File: src/rtl/skip_decoder.sv
// skip_decoder: recovers the per-revolution skip pattern of a gated clock.
// A LEN-phase ring is tracked by a phase counter that advances on every
// enabled cycle. One revolution is captured, a second revolution must
// reproduce it bit for bit, and only then is the mask published and LOCK
// raised. While locked, any deviating bit or a phase slip (B0 absent at
// phase 0) reports ERR and drops back to HUNT.
//
// Handshake: there is no backpressure. VALID is a one-cycle strobe that is
// high exactly in the cycle MASK_OUT takes a new value. The consumer must
// sample MASK_OUT while VALID is high or at any later time; MASK_OUT holds
// until the next VALID.
//
// STATE exposes the FSM state: 0 HUNT, 1 CAPTURE, 2 VERIFY, 3 LOCKED.
module skip_decoder #(
   parameter int LEN = 16,
   parameter int CW  = 5
) (
   input  logic           iCLK,
   input  logic           nRST,
   input  logic           E,
   input  logic           B0,
   input  logic           CLKEN,
   output logic [LEN-1:0] MASK_OUT,
   output logic           VALID,
   output logic           LOCK,
   output logic           ERR,
   output logic [CW-1:0]  SKIPCNT,
   output logic [1:0]     STATE
);

   localparam int PW = (LEN > 1) ? $clog2(LEN) : 1;

   localparam logic [1:0] S_HUNT    = 2'd0;
   localparam logic [1:0] S_CAPTURE = 2'd1;
   localparam logic [1:0] S_VERIFY  = 2'd2;
   localparam logic [1:0] S_LOCKED  = 2'd3;

   logic [1:0]     state;
   logic [PW-1:0]  ph;
   logic [LEN-1:0] cap;
   logic [LEN-1:0] ref_q;
   logic           mm;

   logic           bit_now;
   logic [LEN-1:0] cap_nxt;
   logic [LEN-1:0] cap_first;
   logic           rev_end;
   logic [PW-1:0]  ph_nxt;
   logic           mis;
   logic           slip;
   logic           mm_all;
   logic [CW-1:0]  pop_nxt;

   // Number of set bits in a captured revolution.
   function automatic logic [CW-1:0] popcount(input logic [LEN-1:0] v);
      logic [CW-1:0] c;
      c = '0;
      for (int i = 0; i < LEN; i++) begin
         c = c + CW'(v[i]);
      end
      return c;
   endfunction

   // Per-sample decode: captured bit, next phase, mismatch and slip flags.
   always_comb begin
      bit_now      = ~CLKEN;
      cap_nxt      = cap;
      cap_nxt[ph]  = bit_now;
      cap_first    = '0;
      cap_first[0] = bit_now;
      rev_end      = (ph == PW'(LEN - 1));
      ph_nxt       = rev_end ? '0 : ph + PW'(1);
      mis          = (bit_now != ref_q[ph]);
      slip         = (ph == '0) && !B0;
      mm_all       = mm | mis;
      pop_nxt      = popcount(cap_nxt);
   end

   // FSM, capture/reference registers and all registered outputs.
   always_ff @(posedge iCLK or negedge nRST) begin
      if (!nRST) begin
         state    <= S_HUNT;
         ph       <= '0;
         cap      <= '0;
         ref_q    <= '0;
         mm       <= 1'b0;
         MASK_OUT <= '0;
         VALID    <= 1'b0;
         LOCK     <= 1'b0;
         ERR      <= 1'b0;
         SKIPCNT  <= '0;
      end else begin
         VALID <= 1'b0;
         ERR   <= 1'b0;
         if (E) begin
            case (state)
               S_HUNT: begin
                  if (B0) begin
                     cap   <= cap_first;
                     ph    <= PW'(1);
                     state <= S_CAPTURE;
                  end else begin
                     ph <= '0;
                  end
               end
               S_CAPTURE: begin
                  cap <= cap_nxt;
                  ph  <= ph_nxt;
                  if (rev_end) begin
                     ref_q   <= cap_nxt;
                     SKIPCNT <= pop_nxt;
                     mm      <= 1'b0;
                     state   <= S_VERIFY;
                  end
               end
               S_VERIFY: begin
                  if (slip) begin
                     // A slip and a mismatch together still give one ERR.
                     ERR   <= 1'b1;
                     state <= S_HUNT;
                     ph    <= '0;
                     cap   <= '0;
                     mm    <= 1'b0;
                  end else begin
                     cap <= cap_nxt;
                     ph  <= ph_nxt;
                     mm  <= mm_all;
                     if (rev_end) begin
                        SKIPCNT <= pop_nxt;
                        mm      <= 1'b0;
                        if (!mm_all) begin
                           state    <= S_LOCKED;
                           MASK_OUT <= ref_q;
                           VALID    <= 1'b1;
                           LOCK     <= 1'b1;
                        end else begin
                           // Retry with the newest revolution as reference.
                           ref_q <= cap_nxt;
                           ERR   <= 1'b1;
                        end
                     end
                  end
               end
               default: begin
                  if (slip || mis) begin
                     ERR   <= 1'b1;
                     LOCK  <= 1'b0;
                     state <= S_HUNT;
                     ph    <= '0;
                     cap   <= '0;
                     mm    <= 1'b0;
                  end else begin
                     cap <= cap_nxt;
                     ph  <= ph_nxt;
                     if (rev_end) begin
                        SKIPCNT <= pop_nxt;
                     end
                  end
               end
            endcase
         end
      end
   end

   assign STATE = state;

endmodule

File: config.mk
export PLATFORM = sky130hd
export DESIGN_NAME = skip_decoder
export DESIGN_NICKNAME = d
export VERILOG_FILES = /design/src/rtl/skip_decoder.sv
export SDC_FILE = /design/constraint.sdc
export NUM_CORES = 1
export LEC_CHECK = 0
export BUFFER_PORTS_ARGS = -buffer_cell sky130_fd_sc_hd__buf_2
export CAP_MARGIN = 20
export CORE_MARGIN = 10
export CORE_UTILIZATION = 50
export DETAILED_ROUTE_END_ITERATION = 8
export HOLD_SLACK_MARGIN = 0.12
export PLACE_DENSITY = 0.68
export SLEW_MARGIN = 20
export SYNTH_ARGS = -nofsm -noshare
export SYNTH_HDL_FRONTEND = slang
export SYNTH_SLANG_ARGS = --single-unit
File: constraint.sdc
create_clock -name iCLK -period 6.18 [get_ports iCLK]
set_input_delay 0.618 -clock iCLK [delete_from_list [all_inputs] [get_ports iCLK]]
set_output_delay 0.618 -clock iCLK [all_outputs]
set_load 0.02 [all_outputs]
==> results_dict.tcl <==
set metrics [dict create \
    power_uw 2230 \
    rows 31 \
    grtUsageTotal_pct 17.5 \
    synth_seq_cells 63 \
    ff_latch_area_um2 1580 \
    slowest_stage "dfrtp_1" \
    nFillCells 630 \
    stdcell_count 518 \
    nets 438 \
    critPathMaxFanout 11 \
    grt_start_max_net_pins 64 \
    ys_warn_count 0 \
    hold_viol 0 \
    gp_congestion 0.916 \
    status "finished, final reports clean" \
    end_kind "flop" \
    highest_layer "met4" \
    start_util_pct 51.9 \
    die_w_um 107 \
    whs_ns 0.433 \
    h-tree-depth 3 \
    cts_resized 0 \
    multi_input_area_um2 2010 \
    startpoint_type "flop" \
    met1_length_um 4340 \
    clk_path_buf_depth 2 \
    cts_num_sinks 63 \
    drc 0 \
    ant_nets 0 \
    path_clk_slew_ns 0.08 \
    grt_pass1_vias 3031 \
    clock_latency_ns 0.36 \
    hpwl_um 6630 \
    cts_buffers 9 \
    syn_inst 393 \
    max_freq_mhz 200 \
    die-height_um 107 \
    clock_skew_ns 0.0152 \
    hold_class "primary input to async pin" \
    slew_headroom_pct 46.8 \
    layout_commonest_cell "dfrtp_1" \
    num_antenna_cells 0 \
    yosysSeqAreaShare_pct 41.5 \
    slew_viol_final 0 \
    syn_area_um2 3800 \
    fin_crit_ns 4.99 \
    rsz0062_at_grt "false" \
    post_route_cells_drive_above_1_share_pct 18.4 \
    clockRootBuffer "clkbuf_8" \
    io_buffers 30 \
    cp_data_required_time_ns 6.45 \
    cts_setup_buffers 0 \
    drtIter0Drc 241 \
    max_cap_violations 0 \
    synth_edf_count 0 \
    mostFrequentLayoutCells "dfrtp_1 (62), nand2_1 (36), nor2_1 (31), inv_1 (31), buf_2 (30)" \
    overflow 0 \
    antenna_found_initial 0 \
    critPathMaxStageDelay_ns 0.61 \
    post_synth_num_cell_types 51 \
    avgViaCountPerCell 6.15 \
    wl_met3_um 752 \
    critPathKind "flop to flop" \
    cts_hold_buf 0 \
    ys.flop_type "dfrtp_1" \
    worstMarginPinSlew_ns 0.798 \
    period_share_pct 80.8 \
    fin_setup_tns_ns 0 \
    async_reset_ff_share_pct 100 \
    setup_viol_count_final 0 \
    post_drt_wl_per_cell_um 18.8 \
    place_inst 502 \
    irDropWorstVdd_mv 0.313 \
    power_density_nw_per_um2 522 \
    die_area_um2 11500 \
    core_area_um2 7330 \
    critPathArrivalTime_ns 5.26 \
    area_growth_pct 12.4 \
    critPathMostFrequentCell "fa_1" \
    tritoncts "built" \
    boundaryPins 31 \
    syn_nets 417 \
    drt-total-wl_um 9750 \
    avgSynthCellArea_um2 9.67 \
    vias 3184 \
    dr_wl_met2_um 4380 \
    grt_pass1_wl_um 16000 \
    firstDrtPassIters 5 \
    leakagePower_uw 0.00204 \
    crit_chain "ha_1 > or3b_2 > nand2_1 > o21a_1 > inv_1 > fa_1 > inv_1 > fa_1 > fa_1 > fa_1 > inv_1 > ha_1 > inv_1 > fa_1 > nor2b_1 > o21ai_0 > o21ai_0" \
]
==> power by group <==
group	switching, uW	internal, uW
clock network	167	267
logic	701	453
registers	141	502
==> final timing paths <==
path	cells after the start	from	slack, ns	end
max	17	ph[0]$_DFFE_PN0P_	1.19	SKIPCNT[4]$_DFFE_PN0P_
min	2	nRST	0.43	mm$_DFFE_PN0P_
max reg2reg	17	ph[0]$_DFFE_PN0P_	1.19	SKIPCNT[4]$_DFFE_PN0P_
min reg2reg	1	LOCK$_DFFE_PN0P_	0.47	LOCK$_DFFE_PN0P_
max in group asynchronous	2	nRST	5.19	STATE[0]$_DFFE_PN0P_
min in group iCLK	1	LOCK$_DFFE_PN0P_	0.47	LOCK$_DFFE_PN0P_
==> registers in the layout (all words and copies together) (netlist names) <==
signal	flops
ERR	1
mm	1
ph	4
VALID	1
MASK_OUT	16
STATE	2
cap	16
SKIPCNT	5
ref_q	16
LOCK	1
==> through the flow <==
| stage | area (um2) | setup slack [ns] | util, % |
|---|---|---|---|
| 5_1_grt | 4270 | 0.841 | 58.3 |
| 4_1_cts | 4270 | 1.15 | 58.3 |
| 2_1_floorplan | 3800 | 1.63 | - |
| 6_report | 4270 | 1.19 | 58.3 |
| 3_5_place_dp | 4030 | 1.17 | 55.0 |
| 3_3_place_gp | 4030 | 1.28 | 55.0 |
==> synth_stat cells (5+ instances only) <==
library cell | n | share of area (%)
a21oi_1 | 21 | 2.8
o31ai_1 | 17 | 3.4
nor2_1 | 31 | 3.1
nand3_1 | 6 | 0.79
mux4_2 | 5 | 3.0
o21ai_0 | 11 | 1.4
mux2_1 | 8 | 2.4
ha_1 | 9 | 3.0
nand2_1 | 36 | 3.6
o22ai_1 | 14 | 2.3
o21a_1 | 5 | 0.99
nor3_1 | 18 | 2.4
dfrtp_1 | 63 | 41
inv_1 | 31 | 3.1
clkbuf_1 | 23 | 2.3
mux2_2 | 11 | 3.3
fa_1 | 10 | 5.3
a311oi_1 | 11 | 2.5
a31oi_1 | 7 | 1.2
mux2i_1 | 6 | 1.6
==> kinds of logic (layout without fill, tap and decap cells) <==
group,after synthesis,in the layout,share of synthesized area [%]
DFF,63,63,41.5
muxes,30,30,10.2
xor gates and xnor gates,4,4,1.12
AOI/OAI and AO/OA,107,107,19.1
and+or+nand+nor,110,110,13.7
buffers and inverters,60,86,6.22
adders and majority gates,19,19,8.23
==> metal layers <==
| layer | up-vias | track usage [%] |
|---|---|---|
| met1 | 1576 | 23.7 |
| met3 | 18 | 4.85 |
| li1 | 1460 | - |
| met2 | 130 | 25.1 |
| met5 | - | 0 |
| met4 | 0 | 8.61 |
==> worst max-delay path, delay by kind of cell (launching register included) <==
family	cells	cell delay [ns]
adder cells (fa/ha/maj)	7	2.96
AO/OA/AOI/OAI	3	0.40
flip-flops	1	0.61
buffers and inverters	4	0.26
AND/OR/NAND/NOR	3	0.69
==> layout make-up <==
| class | instances | share of cell area, % |
|---|---|---|
| Sequential cell | 63 | 36.9 |
| Timing Repair Buffer | 37 | 4.75 |
| Clock buffer | 10 | 2.99 |
| Multi-Input combinational cell | 270 | 47.0 |
| Tap cell | 99 | 2.90 |
| Clock inverter | 6 | 2.55 |
| Inverter | 33 | 2.90 |
No activity file was read; power rests on OpenSTA's default activity.
